**config.mk**
```make
export PLATFORM = sky130hd
export DESIGN_NAME = unum4_addsub_seq
export DESIGN_NICKNAME = d
export VERILOG_FILES = /design/src/rtl/unum4_addsub_seq_pkg.sv /design/src/rtl/unum4_chunk_add.sv /design/src/rtl/unum4_addsub_seq.sv
export SDC_FILE = /design/constraint.sdc
export NUM_CORES = 1
export LEC_CHECK = 0
export ABC_AREA = 1
export CORE_MARGIN = 3
export CORE_UTILIZATION = 39
export DETAILED_ROUTE_END_ITERATION = 12
export PLACE_DENSITY = 0.66
export RECOVER_POWER = 50
export SYNTH_ARGS = -nofsm -noshare
export SYNTH_HDL_FRONTEND = slang
export SYNTH_SLANG_ARGS = --single-unit
```
**constraint.sdc**
```tcl
create_clock -name clk -period 3.3 [get_ports clk]
set_clock_uncertainty 0.05 [all_clocks]
set_input_delay 0.33 -clock clk [delete_from_list [all_inputs] [get_ports clk]]
set_output_delay 0.33 -clock clk [all_outputs]
set_load 0.01 [all_outputs]
```
**src/rtl/unum4_addsub_seq_pkg.sv**
```systemverilog
// ============================================================================
// Module      : unum4_addsub_seq_pkg
// Description : Shared FSM state encoding and elaboration helpers for the
//               chunked sequential add/subtract unit.
// Revision    : 1.0 - initial release
// ============================================================================
`default_nettype none

package unum4_addsub_seq_pkg;

    typedef enum logic [1:0] {
        ST_IDLE = 2'd0,
        ST_RUN  = 2'd1,
        ST_DONE = 2'd2
    } state_t;

    function automatic int f_ceil_div(input int num, input int den);
        return (num + den - 1) / den;
    endfunction

endpackage

`default_nettype wire

```
**src/rtl/unum4_chunk_add.sv**
```systemverilog
// ============================================================================
// Module      : unum4_chunk_add
// Description : CHUNK_W-bit ripple slice adder with carry-in and carry-out.
// Revision    : 1.0 - initial release
// ============================================================================
`default_nettype none

module unum4_chunk_add #(
    parameter int CHUNK_W = 8
) (
    input  logic [CHUNK_W-1:0] i_a,
    input  logic [CHUNK_W-1:0] i_b,
    input  logic               i_cin,
    output logic [CHUNK_W-1:0] o_sum,
    output logic               o_cout
);

    assign {o_cout, o_sum} = {1'b0, i_a} + {1'b0, i_b} + {{CHUNK_W{1'b0}}, i_cin};

endmodule

`default_nettype wire

```
**src/rtl/unum4_addsub_seq.sv**
```systemverilog
// ============================================================================
// Module      : unum4_addsub_seq
// Description : Sequential signed add/subtract, CHUNK_W bits per cycle, LSB
//               first. Define UNUM4_ADDSUB_SAT_EN to saturate on overflow.
// Revision    : 1.0 - initial release
// ============================================================================
`default_nettype none

module unum4_addsub_seq #(
    parameter int MAN_MAX_W = 29,
    parameter int EXTRA     = 0,
    parameter int CHUNK_W   = 8
) (
    input  logic                         clk,
    input  logic                         rst,
    input  logic                         start,
    input  logic                         op,
    input  logic [MAN_MAX_W+EXTRA-1:0]   in1,
    input  logic [MAN_MAX_W+EXTRA-1:0]   in2,
    output logic                         busy,
    output logic                         done,
    output logic [MAN_MAX_W+EXTRA:0]     out,
    output logic                         overflow
);

    import unum4_addsub_seq_pkg::*;

    localparam int c_w      = MAN_MAX_W + EXTRA;
    localparam int c_nchunk = f_ceil_div(c_w + 1, CHUNK_W);
    localparam int c_tot    = c_nchunk * CHUNK_W;
    localparam int c_cnt_w  = (c_nchunk > 1) ? $clog2(c_nchunk) : 1;

    state_t               r_state;
    logic [c_tot-1:0]     r_a;
    logic [c_tot-1:0]     r_b;
    logic [c_tot-1:0]     r_sum;
    logic                 r_carry;
    logic [c_cnt_w-1:0]   r_cnt;
    logic                 r_busy;
    logic                 r_done;
    logic [c_w:0]         r_out;
    logic                 r_ovf;

    logic [c_tot-1:0]     w_sum_next;
    logic [CHUNK_W-1:0]   w_a_chunk;
    logic [CHUNK_W-1:0]   w_b_chunk;
    logic [CHUNK_W-1:0]   w_chunk_sum;
    logic                 w_cout;
    logic                 w_last;
    logic                 w_ovf;
    logic [c_w:0]         w_res;

    unum4_chunk_add #(
        .CHUNK_W (CHUNK_W)
    ) u_chunk_add (
        .i_a    (w_a_chunk),
        .i_b    (w_b_chunk),
        .i_cin  (r_carry),
        .o_sum  (w_chunk_sum),
        .o_cout (w_cout)
    );

    // The completed sum, including the slice being added this cycle
    always_comb begin
        w_a_chunk  = r_a[int'(r_cnt)*CHUNK_W +: CHUNK_W];
        w_b_chunk  = r_b[int'(r_cnt)*CHUNK_W +: CHUNK_W];
        w_sum_next = r_sum;
        w_sum_next[int'(r_cnt)*CHUNK_W +: CHUNK_W] = w_chunk_sum;
        w_last     = (r_cnt == c_cnt_w'(c_nchunk - 1));
        w_ovf      = w_sum_next[c_w] ^ w_sum_next[c_w-1];
        w_res      = w_sum_next[c_w:0];
`ifdef UNUM4_ADDSUB_SAT_EN
        if (w_ovf) begin
            w_res = w_sum_next[c_w] ? {2'b11, {(c_w-1){1'b0}}}
                                    : {2'b00, {(c_w-1){1'b1}}};
        end
`endif
    end

    always_ff @(posedge clk) begin
        if (rst) begin
            r_state <= ST_IDLE;
            r_a     <= '0;
            r_b     <= '0;
            r_sum   <= '0;
            r_carry <= 1'b0;
            r_cnt   <= '0;
            r_busy  <= 1'b0;
            r_done  <= 1'b0;
            r_out   <= '0;
            r_ovf   <= 1'b0;
        end else begin
            case (r_state)
                ST_IDLE, ST_DONE: begin
                    r_done <= 1'b0;
                    if (start) begin
                        // Subtraction is in1 + ~in2 + 1
                        r_a     <= {{(c_tot-c_w){in1[c_w-1]}}, in1};
                        r_b     <= {{(c_tot-c_w){in2[c_w-1]}}, in2} ^ {c_tot{op}};
                        r_carry <= op;
                        r_cnt   <= '0;
                        r_busy  <= 1'b1;
                        r_state <= ST_RUN;
                    end else begin
                        r_state <= ST_IDLE;
                    end
                end
                ST_RUN: begin
                    r_sum   <= w_sum_next;
                    r_carry <= w_cout;
                    r_cnt   <= r_cnt + 1'b1;
                    if (w_last) begin
                        r_busy  <= 1'b0;
                        r_done  <= 1'b1;
                        r_out   <= w_res;
                        r_ovf   <= w_ovf;
                        r_state <= ST_DONE;
                    end
                end
                default: begin
                    r_busy  <= 1'b0;
                    r_done  <= 1'b0;
                    r_state <= ST_IDLE;
                end
            endcase
        end
    end

    assign busy     = r_busy;
    assign done     = r_done;
    assign out      = r_out;
    assign overflow = r_ovf;

endmodule

`default_nettype wire

```
==> metrics <==
number of global-route vias before repair=about 5,100; Ys Warns=0; net count after synthesis=about 900; die height=approximately 130 um; count of unique library cells instantiated by Yosys=35; most frequent cells in the layout=127 x o21ai_0, 126 x dfxtp_1, 103 x inv_1, 94 x nor2_1, 75 x nand2_1; Flop pwr share=about 40%; final slew viol count=0; commonest non-fill, non-tap cell in the layout=o21ai_0; crit path max fanout=31; max incr delay on CP=0.44 ns; VDD IR max=between 0.0003 and 0.0004 V; die footprint=about 17,000 um^2; Final HPWL DP=~11 mm; Residual DRC=0; RSZ-0062 raised after global routing=no; Critical-path top delay cell=fa_1; CP arrival=around 3.1 ns; Main synth FF type=dfxtp_1; core region area=14,800 um^2; Max-cap violations=0; pin count of the biggest net entering global routing=just under 60; Post-synth EDFFs=0; Pwr Density=roughly 560 nW/um^2; Worst-path clk slew=0.06 ns; Port-buffer cells=94; Crit path buffers/inverters=2; RR Startpoint=r_cnt[0]; row count=44; clock sinks=~130; hold buffer count at CTS=0; Clock Power Share=a little over two fifths; period utilization=84.4%; Pre-Repair DR Iteration Count=5; sequential fraction of the synthesis area=between 40% and 50%; Initial Utilization=between 40% and 50%; layout cells sized above 1=about 5.6%; gate count after technology mapping=between 800 and 900; Hold WC Path Type=flip-flop to flip-flop; critical path type=flip-flop to flip-flop; Antenna diodes=0; final setup TNS=0 ns; endpoint type of the worst setup path=flip-flop; NumNets Final=962; reg2reg path depth=12; CTS tree=yes; gpl congestion=0.829; Mapped Area=approximately 6000 um^2; Worst Tran Pin Value=0.984 ns; post-synth top area share=42.0%; crit path cell chain=buf_4 > o21ai_0 > o22ai_1 > fa_1 > fa_1 > nand3_1 > a21oi_1 > o21ai_0 > nand3_1 > o211ai_1 > nand2_1 > inv_1; Die X=around 130 um; antenna-violating nets left=0; #FFs+latches synth=around 130; post-CTS resize count=0; switching share of power=a little over a quarter; Achievable Freq=359 MHz; r2r setup slk=0.51 ns; Worst path depth=12; Vias/cell=5.08; multi-input logic area=~2800 um^2; Worst Setup Start Kind=flip-flop; DR iter-0 viols=between 300 and 400; global-route wire length before repair=25.4 mm; Setup crit start=r_cnt[0]; clk buf depth=2; Final Critical Period=2.79 ns; routed len/inst=14.4 um; final instance area=between 7000 and 8000 um^2; GR Overflow Total=0; FF/Latch Area=between 2000 and 3000 um^2; P_int=between 3000 and 4000 uW; Gate power share=between 10% and 20%; Rel. slew slack=34.3%; Synth area leaders=dfxtp_1 42%, o21ai_0 11%, inv_1 6.4%, nor2_1 5.9%, a21oi_1 5.8%; Root Buffer=clkbuf_16; Area Overhead vs Synth=27.0%; Clock H-tree levels=4; initial antenna violation count=0; Avg Synthesized Cell Area=about 7.4 um^2; largest area contributor in the netlist=dfxtp_1; drt total wl=around 16 mm; status=finished, final reports clean; GRT Util Overall=about a fifth; final hold vios=0; Filler cells=between 1,000 and 1,500; worst skew pair latency=approximately 0.42 ns; setup repair bufs after CTS=0; Final Util=51.5%; P_sw=around 1100 uW; critical path's top delay family=adder cells; Worst EP required=roughly 3.6 ns; Vias=roughly 5,500; crit path to=out[6]; total clock buffers created by CTS=17; P_leak=around 0.0034 uW; dpl cell area=approximately 7100 um^2; Synth async-reset ratio=0%; capture point of the worst reg-to-reg path=out[6]; Finish-stage setup viols=0; I/O pins=between 90 and 100
-- cells in the mapped netlist, types with 3 or more instances --
master,count
clkbuf_1,35
o21bai_1,23
nand2_1,75
o22ai_1,16
a21oi_1,70
buf_2,10
a22oi_1,8
dfxtp_1,126
o21a_1,7
inv_2,3
nand4_1,12
o211ai_1,5
ha_1,13
xnor2_1,29
o21ai_0,127
buf_1,4
inv_1,103
nand3_1,24
o21ai_1,6
nor2_1,94
-- registers in the layout, indices dropped and copies added, names as in the netlist --
name / cells
r_b: 29
r_sum: 30
busy: 1
r_cnt: 2
r_carry: 1
overflow: 1
out: 30
r_a: 29
done: 1
r_state: 2
-- metrics by stage --
stage               std cells  hold WS [ns]  setup slack [ns]  total power, uW
finish                   1080         0.401             0.514             4260
floorplan                 811         0.387             0.627             2190
global placement         1050         0.391             0.602             2420
detailed placement       1050         0.398             0.541             2430
global route             1080         0.414             0.233             4470
CTS                      1080         0.405             0.522             4290
-- cell families after synthesis --
family	share of synthesized area [%]
adders and majority gates	3.37
buffers and inverters	10.7
AOI/OAI and AO/OA	24.6
and+or+nand+nor	14.9
xor gates and xnor gates	4.52
DFF	42.0
-- final cells by class --
class,instances,share of cell area (%)
multi-input combinational,525,37.3
clock buffer,23,6.13
clock inverter,7,1.48
tap,184,3.02
inverter,107,5.26
timing repair buffer,108,13.8
sequential,126,33.1
-- metal layers --
| metal | up-vias | track usage, % | share of wire (%) |
|---|---|---|---|
| li1 | 2810 | - | - |
| met1 | 2499 | 26.6 | 49 |
| met2 | 145 | 28.5 | 44 |
| met3 | 30 | 4.42 | 5.3 |
| met4 | 0 | 6.05 | 1.9 |
| met5 | - | 0 | 0 |
-- power groups by stage --
| stage | Sequential [uW] | Combinational, uW | Clock [uW] |
|---|---|---|---|
| 4_1_cts | 1680 | 726 | 1880 |
| 3_3_place_gp | 1710 | 713 | 0 |
| 5_1_grt | 1690 | 821 | 1960 |
| 6_report | 1680 | 725 | 1850 |
| 3_5_place_dp | 1710 | 721 | 0 |
| 2_1_floorplan | 1690 | 495 | 0 |
-- worst min-delay path by stage --
| stage | start | to | slack [ns] | depth (start not counted) |
|---|---|---|---|---|
| 4_1_cts | r_state[0] | busy | 0.40 | 1 |
| 2_1_floorplan | r_state[0] | busy | 0.39 | 1 |
| 3_5_place_dp | r_state[0] | busy | 0.40 | 1 |
| 3_3_place_gp | r_state[0] | busy | 0.39 | 1 |
| 5_1_grt | r_state[0] | busy | 0.41 | 1 |
| 6_report | r_state[0] | busy | 0.40 | 1 |
Power figures use the tool's default switching activity.
